### src/rtl/mem_arbiter.sv
// mem_arbiter: shares one single-port word memory between instruction fetch
// (read-only) and data load/store. Grants are combinational and read data is
// registered, so each requester sees its response one cycle after acceptance.
// Default build: data has priority over fetch, and a starvation counter forces
// a fetch grant after STARVE_LIMIT consecutive denied cycles.
// Optional macro MEM_ARB_ROUND_ROBIN_EN: replaces fixed priority and the
// starvation counter with two-way round-robin arbitration.
module mem_arbiter #(
  parameter int STARVE_LIMIT = 4,
  parameter int CNT_W        = 4
) (
  input  logic        clk,
  input  logic        reset,
  input  logic        if_req,
  input  logic [31:0] if_addr,
  output logic        if_gnt,
  output logic        if_rvalid,
  output logic [31:0] if_rdata,
  input  logic        d_req,
  input  logic        d_we,
  input  logic [31:0] d_addr,
  input  logic [31:0] d_wdata,
  output logic        d_gnt,
  output logic        d_rvalid,
  output logic [31:0] d_rdata,
  output logic [31:0] mem_readaddr,
  input  logic [31:0] mem_readdata,
  output logic [31:0] mem_writeaddr,
  output logic [31:0] mem_writedata,
  output logic        mem_writeenable
);

  // Grant decision for this cycle
  logic        gnt_if_s;
  logic        gnt_d_s;

  // Response registers
  logic        if_rvalid_q, if_rvalid_d;
  logic        d_rvalid_q,  d_rvalid_d;
  logic [31:0] if_rdata_q,  if_rdata_d;
  logic [31:0] d_rdata_q,   d_rdata_d;

`ifdef MEM_ARB_ROUND_ROBIN_EN
  typedef enum logic {
    GRANT_FETCH = 1'b0,
    GRANT_DATA  = 1'b1
  } grant_e;

  grant_e last_grant_q, last_grant_d;

  // Round-robin grant: on contention the side not granted last wins
  always_comb begin
    gnt_if_s = 1'b0;
    gnt_d_s  = 1'b0;
    if (reset) begin
      gnt_if_s = 1'b0;
      gnt_d_s  = 1'b0;
    end else if (if_req && d_req) begin
      if (last_grant_q == GRANT_DATA) begin
        gnt_if_s = 1'b1;
      end else begin
        gnt_d_s = 1'b1;
      end
    end else if (d_req) begin
      gnt_d_s = 1'b1;
    end else if (if_req) begin
      gnt_if_s = 1'b1;
    end else begin
      gnt_if_s = 1'b0;
      gnt_d_s  = 1'b0;
    end
  end

  // Remember the side granted most recently; idle cycles leave it unchanged
  always_comb begin
    last_grant_d = last_grant_q;
    if (gnt_d_s) begin
      last_grant_d = GRANT_DATA;
    end else if (gnt_if_s) begin
      last_grant_d = GRANT_FETCH;
    end else begin
      last_grant_d = last_grant_q;
    end
  end

  // Round-robin pointer register; fetch counts as last so data wins first
  always_ff @(posedge clk) begin
    if (reset) begin
      last_grant_q <= GRANT_FETCH;
    end else begin
      last_grant_q <= last_grant_d;
    end
  end
`else
  localparam logic [CNT_W-1:0] STARVE_LIM_C = CNT_W'(STARVE_LIMIT);
  localparam logic [CNT_W-1:0] CNT_MAX_C    = {CNT_W{1'b1}};

  logic [CNT_W-1:0] starve_cnt_q, starve_cnt_d;

  // Fixed priority (data first) with a starvation override for fetch
  always_comb begin
    gnt_if_s = 1'b0;
    gnt_d_s  = 1'b0;
    if (reset) begin
      gnt_if_s = 1'b0;
      gnt_d_s  = 1'b0;
    end else if (if_req && (starve_cnt_q >= STARVE_LIM_C)) begin
      gnt_if_s = 1'b1;
    end else if (d_req) begin
      gnt_d_s = 1'b1;
    end else if (if_req) begin
      gnt_if_s = 1'b1;
    end else begin
      gnt_if_s = 1'b0;
      gnt_d_s  = 1'b0;
    end
  end

  // Count consecutive denied fetch cycles, saturating at the counter maximum
  always_comb begin
    starve_cnt_d = starve_cnt_q;
    if (if_req && !gnt_if_s) begin
      if (starve_cnt_q != CNT_MAX_C) begin
        starve_cnt_d = starve_cnt_q + {{(CNT_W-1){1'b0}}, 1'b1};
      end else begin
        starve_cnt_d = starve_cnt_q;
      end
    end else begin
      starve_cnt_d = {CNT_W{1'b0}};
    end
  end

  // Starvation counter register
  always_ff @(posedge clk) begin
    if (reset) begin
      starve_cnt_q <= {CNT_W{1'b0}};
    end else begin
      starve_cnt_q <= starve_cnt_d;
    end
  end
`endif

  // Capture read data for the granted side only; a store only acknowledges
  always_comb begin
    if_rvalid_d = gnt_if_s;
    d_rvalid_d  = gnt_d_s;
    if_rdata_d  = if_rdata_q;
    d_rdata_d   = d_rdata_q;
    if (gnt_if_s) begin
      if_rdata_d = mem_readdata;
    end else begin
      if_rdata_d = if_rdata_q;
    end
    if (gnt_d_s && !d_we) begin
      d_rdata_d = mem_readdata;
    end else begin
      d_rdata_d = d_rdata_q;
    end
  end

  // Response registers; reset drops any response still in flight
  always_ff @(posedge clk) begin
    if (reset) begin
      if_rvalid_q <= 1'b0;
      d_rvalid_q  <= 1'b0;
      if_rdata_q  <= 32'h0000_0000;
      d_rdata_q   <= 32'h0000_0000;
    end else begin
      if_rvalid_q <= if_rvalid_d;
      d_rvalid_q  <= d_rvalid_d;
      if_rdata_q  <= if_rdata_d;
      d_rdata_q   <= d_rdata_d;
    end
  end

  // Output drive: responses are masked while reset is high so a pending
  // response is never seen; the write strobe follows the data grant so the
  // store lands on the same edge that accepts it
  always_comb begin
    if_gnt          = gnt_if_s;
    d_gnt           = gnt_d_s;
    mem_writeenable = gnt_d_s & d_we;
    if_rvalid       = 1'b0;
    d_rvalid        = 1'b0;
    if_rdata        = 32'h0000_0000;
    d_rdata         = 32'h0000_0000;
    mem_writeaddr   = 32'h0000_0000;
    mem_writedata   = 32'h0000_0000;
    if (reset) begin
      if_rvalid     = 1'b0;
      d_rvalid      = 1'b0;
      if_rdata      = 32'h0000_0000;
      d_rdata       = 32'h0000_0000;
      mem_writeaddr = 32'h0000_0000;
      mem_writedata = 32'h0000_0000;
    end else begin
      if_rvalid     = if_rvalid_q;
      d_rvalid      = d_rvalid_q;
      if_rdata      = if_rdata_q;
      d_rdata       = d_rdata_q;
      mem_writeaddr = d_addr;
      mem_writedata = d_wdata;
    end
    if (gnt_d_s) begin
      mem_readaddr = d_addr;
    end else if (gnt_if_s) begin
      mem_readaddr = if_addr;
    end else begin
      mem_readaddr = 32'h0000_0000;
    end
  end

endmodule

### config.mk
export PLATFORM = sky130hd
export DESIGN_NAME = mem_arbiter
export DESIGN_NICKNAME = d
export VERILOG_FILES = /design/src/rtl/mem_arbiter.sv
export SDC_FILE = /design/constraint.sdc
export NUM_CORES = 1
export LEC_CHECK = 0
export ABC_AREA = 1
export ABC_CLOCK_PERIOD_IN_PS = 2950
export CORE_AREA = 2 2 115 117
export CTS_BUF_LIST = sky130_fd_sc_hd__clkbuf_2
export DETAILED_ROUTE_END_ITERATION = 8
export DIE_AREA = 0 0 117 119
export MAX_ROUTING_LAYER = met4
export PLACE_DENSITY = 0.76
export SYNTH_ARGS = -nofsm -noshare
export SYNTH_HDL_FRONTEND = slang
export SYNTH_SLANG_ARGS = --single-unit
### constraint.sdc
create_clock -name clk -period 2.95 [get_ports clk]
set_clock_uncertainty 0.2 [all_clocks]
set_input_delay 0.59 -clock clk [delete_from_list [all_inputs] [get_ports clk]]
set_output_delay 0.59 -clock clk [all_outputs]
set_load 0.1 [all_outputs]
# ---- After elaboration in Yosys (flattened, before gate mapping)
# Index checks and enable logic that the tools add are counted.
dict set report totals {
  ff_bits 70
  input_bits 133
  elab_cells 31
}
dict set report classes {
  addsub 1
  n_lt_le_gt_ge 1
  eq_ne 1
  n_mux 15
  n_bitwise 2
  n_reduce_logical 6
}
# cell count
set op_table {}
lappend op_table {{$mux 32} 6}
lappend op_table {{$mux 1} 9}
lappend op_table {{$add 4x1->4 const B} 1}
lappend op_table {{$ge 4x3->1 const B} 1}
lappend op_table {{$ne 4x4->1 const B} 1}
lappend op_table {{$logic_and 1x1->1} 3}
lappend op_table {{$logic_not 1->1} 2}
lappend op_table {{$reduce_or 2->1} 1}
lappend op_table {{$and 1x1->1} 1}
lappend op_table {{$not 1->1} 1}

# ---- Longest topological paths before layout
dict set report depth {
  depth_word 8
  ltp_mapped 7
}

# ---- Least setup slack after synthesis
# OpenSTA, ideal clock, no wires.
dict set report synth_timing {
  path_type {input to output}
  startpoint {input port reset}
  endpoint {output port mem_readaddr[24]}
  arrival_ns 3.352
  t_required_ns 2.160
  slack_ns -1.192
  path_stages 5
  path_buffers 2
  path_cell_list {buf_2 > nor2_4 > nand2_1 > clkbuf_1 > o21ai_0}
}
dict set report synth_via {
  elab_chain_len 3
}
# item line_no
set synth_rtl {}
lappend synth_rtl {{start, declared} 13} ;# input logic reset,
lappend synth_rtl {{$mux 1} 104} ;# if (reset) begin
lappend synth_rtl {{$mux 32} 206} ;# end else if (gnt_if_s) begin
lappend synth_rtl {{$mux 32 (*)} 204} ;# if (gnt_d_s) begin
lappend synth_rtl {{end, declared} 26} ;# output logic [31:0] mem_readaddr,
# Every way passes the cells marked *; elsewhere a longest branch is shown, timed or not.

# ---- Worst setup path after layout
dict set report layout_timing {
  startpoint {input port if_req}
  endpoint {output port mem_readaddr[30]}
}
dict set report layout_via {
  elab_chain_len 6
}
# item line_no
set layout_rtl {}
lappend layout_rtl {{start, declared} 14} ;# input logic if_req,
lappend layout_rtl {{$mux 1} 111} ;# end else if (if_req) begin
lappend layout_rtl {{$mux 1} 109} ;# end else if (d_req) begin
lappend layout_rtl {{$mux 1} 107} ;# end else if (if_req && (starve_cnt_q >= STARVE_LIM_C)) begin
lappend layout_rtl {{$mux 1} 104}
lappend layout_rtl {{$mux 32} 206}
lappend layout_rtl {{$mux 32 (*)} 204}
# Marks and branches as above.

==> results <==
-- repair_timing --
| action | CTS | global route |
|---|---|---|
| hold buffers | 0 | 0 |
| resized for setup | 0 | 9 |
| endpoints found under the setup margin | 0 | 12 |
-- placed cells by master, fill, tap and decap left out --
cell type	n
inv_1	202
buf_12	167
nand2_1	131
clkdlybuf4s50_1	131
nor2_2	130
dfxtp_1	70
nor2_1	35
nand4_1	33
o21ai_0	32
o21ai_1	26
clkbuf_2	9
buf_4	9
o21ai_2	6
a21oi_1	3
clkinv_2	3
clkbuf_16	3
diode_2	2
clkinv_1	2
nand3_1	2
o21ai_4	1
nor2_4	1
nand2_2	1
inv_2	1
nand3_2	1
xnor2_1	1
ha_1	1
bufinv_16	1
clkinv_4	1
clkinvlp_4	1
buf_6	1
conb_1	1
-- through the flow --
| stage | setup TNS (ps) | utilization | total power, mW |
|---|---|---|---|
| after floorplan | -15380 | - | 2.13 |
| after CTS | 0 | 0.724 | 3.46 |
| after global placement | 0 | 0.716 | 2.89 |
| final | 0 | 0.729 | 3.46 |
| after detailed placement | 0 | 0.716 | 2.91 |
| after global routing | -137 | 0.729 | 3.58 |
-- synth_stat cells, types with 2 or more instances --
cell	count	area share
inv_1	203	0.19
nor2_1	165	0.15
nand2_1	132	0.12
dfxtp_1	70	0.34
o21ai_0	63	0.077
nand4_1	33	0.050
buf_2	24	0.029
clkbuf_1	9	0.0082
buf_1	6	0.0055
a21oi_1	3	0.0037
clkbuf_2	2	0.0024
nand3_1	2	0.0024
-- layout make-up --
| cell class | instances | area, µm² | share of cell area |
|---|---|---|---|
| multi-input combinational | 405 | 2080 | 0.221 |
| sequential | 70 | 1400 | 0.149 |
| clock buffer | 9 | 45.0 | 0.00480 |
| timing repair buffer | 311 | 4810 | 0.512 |
| clock inverter | 7 | 65.1 | 0.00693 |
| inverter | 204 | 766 | 0.0815 |
| tap | 176 | 220 | 0.0235 |
| antenna | 2 | 5.00 | 0.000533 |
-- kinds of logic (layout without fill, tap and decap cells) --
kind of cell | Yosys count | count (layout) | synth area share
xor+xnor | 1 | 1 | 0.00214
other cells | 1 | 3 | 0.000914
flops | 70 | 70 | 0.342
simple gates | 334 | 334 | 0.330
compound gates | 68 | 68 | 0.0857
buf+inv | 247 | 531 | 0.237
fa+ha+maj | 1 | 1 | 0.00305
-- state kept, by name, summed over array words and instances, names as in the netlist --
| name | flops |
|---|---|
| d_rdata_q | 32 |
| if_rdata_q | 32 |
| starve_cnt_q | 4 |
| if_rvalid_q | 1 |
| d_rvalid_q | 1 |
-- report_power, final --
part           switching (mW)  internal (mW)  total, mW
clock network           0.364          0.189      0.553
registers              0.0151           1.00       1.02
logic                    1.22          0.671       1.89
-- layer usage --
| layer | vias to the layer above | track usage |
|---|---|---|
| li1 | 2630 | - |
| met1 | 2418 | 0.308 |
| met2 | 219 | 0.460 |
| met3 | 45 | 0.0926 |
| met4 | 0 | 0.115 |
| met5 | - | - |
-- worst paths after layout --
check	to	slack, ps	cells past startpoint
max	mem_readaddr[30]	50	9
min reg2reg	starve_cnt_q[0]$_SDFFE_PP0P_	330	2
min	starve_cnt_q[2]$_SDFFE_PP0P_	230	4
max reg2reg	d_rdata_q[8]$_SDFFE_PP0P_	1090	7
-- worst min-delay path: cells and delay by family --
| family | cells | cell delay (ps) |
|---|---|---|
| AND/OR/NAND/NOR | 2 | 200 |
| AO/OA/AOI/OAI | 1 | 60 |
| buffers and inverters | 1 | 110 |
==> metrics <==
family with the most delay on the worst path=buffers and inverters; fin nets=1,135; Setup CP Type=primary input to output pin; Routed met3 length=1860 µm; final instance area=0.00939 mm²; postcts setup bufs=0; uppermost layer routed=met4; fin crit share=0.981; DRC=0; RSZ-0062 raised after global routing=true; largest net degree at the start of global routing=82; First DRT Iteration DRCs=218; Min Clock Period, post-route=2900 ps; clk_lat worst skew=550 ps; DRT met1 WL=7280 µm; worst hold slack=235 ps; synthesized net count=856; pwr dens=368 mW/mm²; Yosys warnings=0; Worst EP required=2160 ps; cell mode on critical path=buf_12; P_leak=4.26 nW; CTS tree=yes; final cell count without fillers=1,184; crit path max fanout=17; Top FF cell, synth=dfxtp_1; CORE AREA=0.0129 mm²; placed cell count=1,165; metal2 WL=9840 µm; Num CTS Buffers=9; Gate Count Post-Synth=722; crit end category=output pin; worst path arrival time=2110 ps; R2R Path Start=starve_cnt_q[3]$_SDFFE_PP0P_; Worst-path clk slew=220 ps; # rows=42; CP Buf/Inv Count=5; # setup viols final=0; Final Hold Viols=0; Max-cap violations=0; total gr overflow=0; worst vdd ir=0.256 mV; Slew Viols, Final=0; #FFs+latches synth=70; die width=117 µm; min-delay src=reset; Fill cells=942; relative slew slack=0.607; sequential element share of the synthesized area=0.342; Root Driver=clkbuf_2; vias in the first global route=5,049; CTS max path bufs=2; Layout Area Growth over Synthesis=129%; HPWL after DPL=15,200 µm; Cell Chain, Critical Path=clkdlybuf4s50_1 > inv_1 > nor2_1 > nand2_2 > inv_2 > buf_12 > nand2_1 > o21ai_1 > buf_12; Cell Area, Synth=0.00410 mm²; wire per inst=16.7 µm; status=complete, no violations; CP peak stage delay=480 ps; WL final=19,700 µm; layout cell share with drive strength beyond 1=0.334; global-route wire length before repair=28,500 µm; setup ws final=54.8 ps; Worst Hold Class=primary input to flop; RD Place Congestion=0.924; crit path max-delay cell type=clkdlybuf4s50_1; io pins=298; ANT nets after route=0; CP Launch Type=primary input; GRT Total Usage=0.279; asr flop ratio synth=0; # port buffers=297; Vias=5,312; syn avg cell area=5.68 µm²; htree depth=3; initial core utilization=0.319; initial antenna violation count=2; total die area=0.0139 mm²; 1st-pass router iterations=4; crit path from=if_req; vias per cell=4.49; Yosys cell types=22; pre-CTS WS=15.1 ps; placed cell areas=0.00922 mm²; Die Y=119 µm; Worst-Margin Slew=589 ps; clock sinks=70; Post-synth EDFFs=0; FMAX=0.345 GHz
Note: power is estimated with default switching activity, not from simulation.
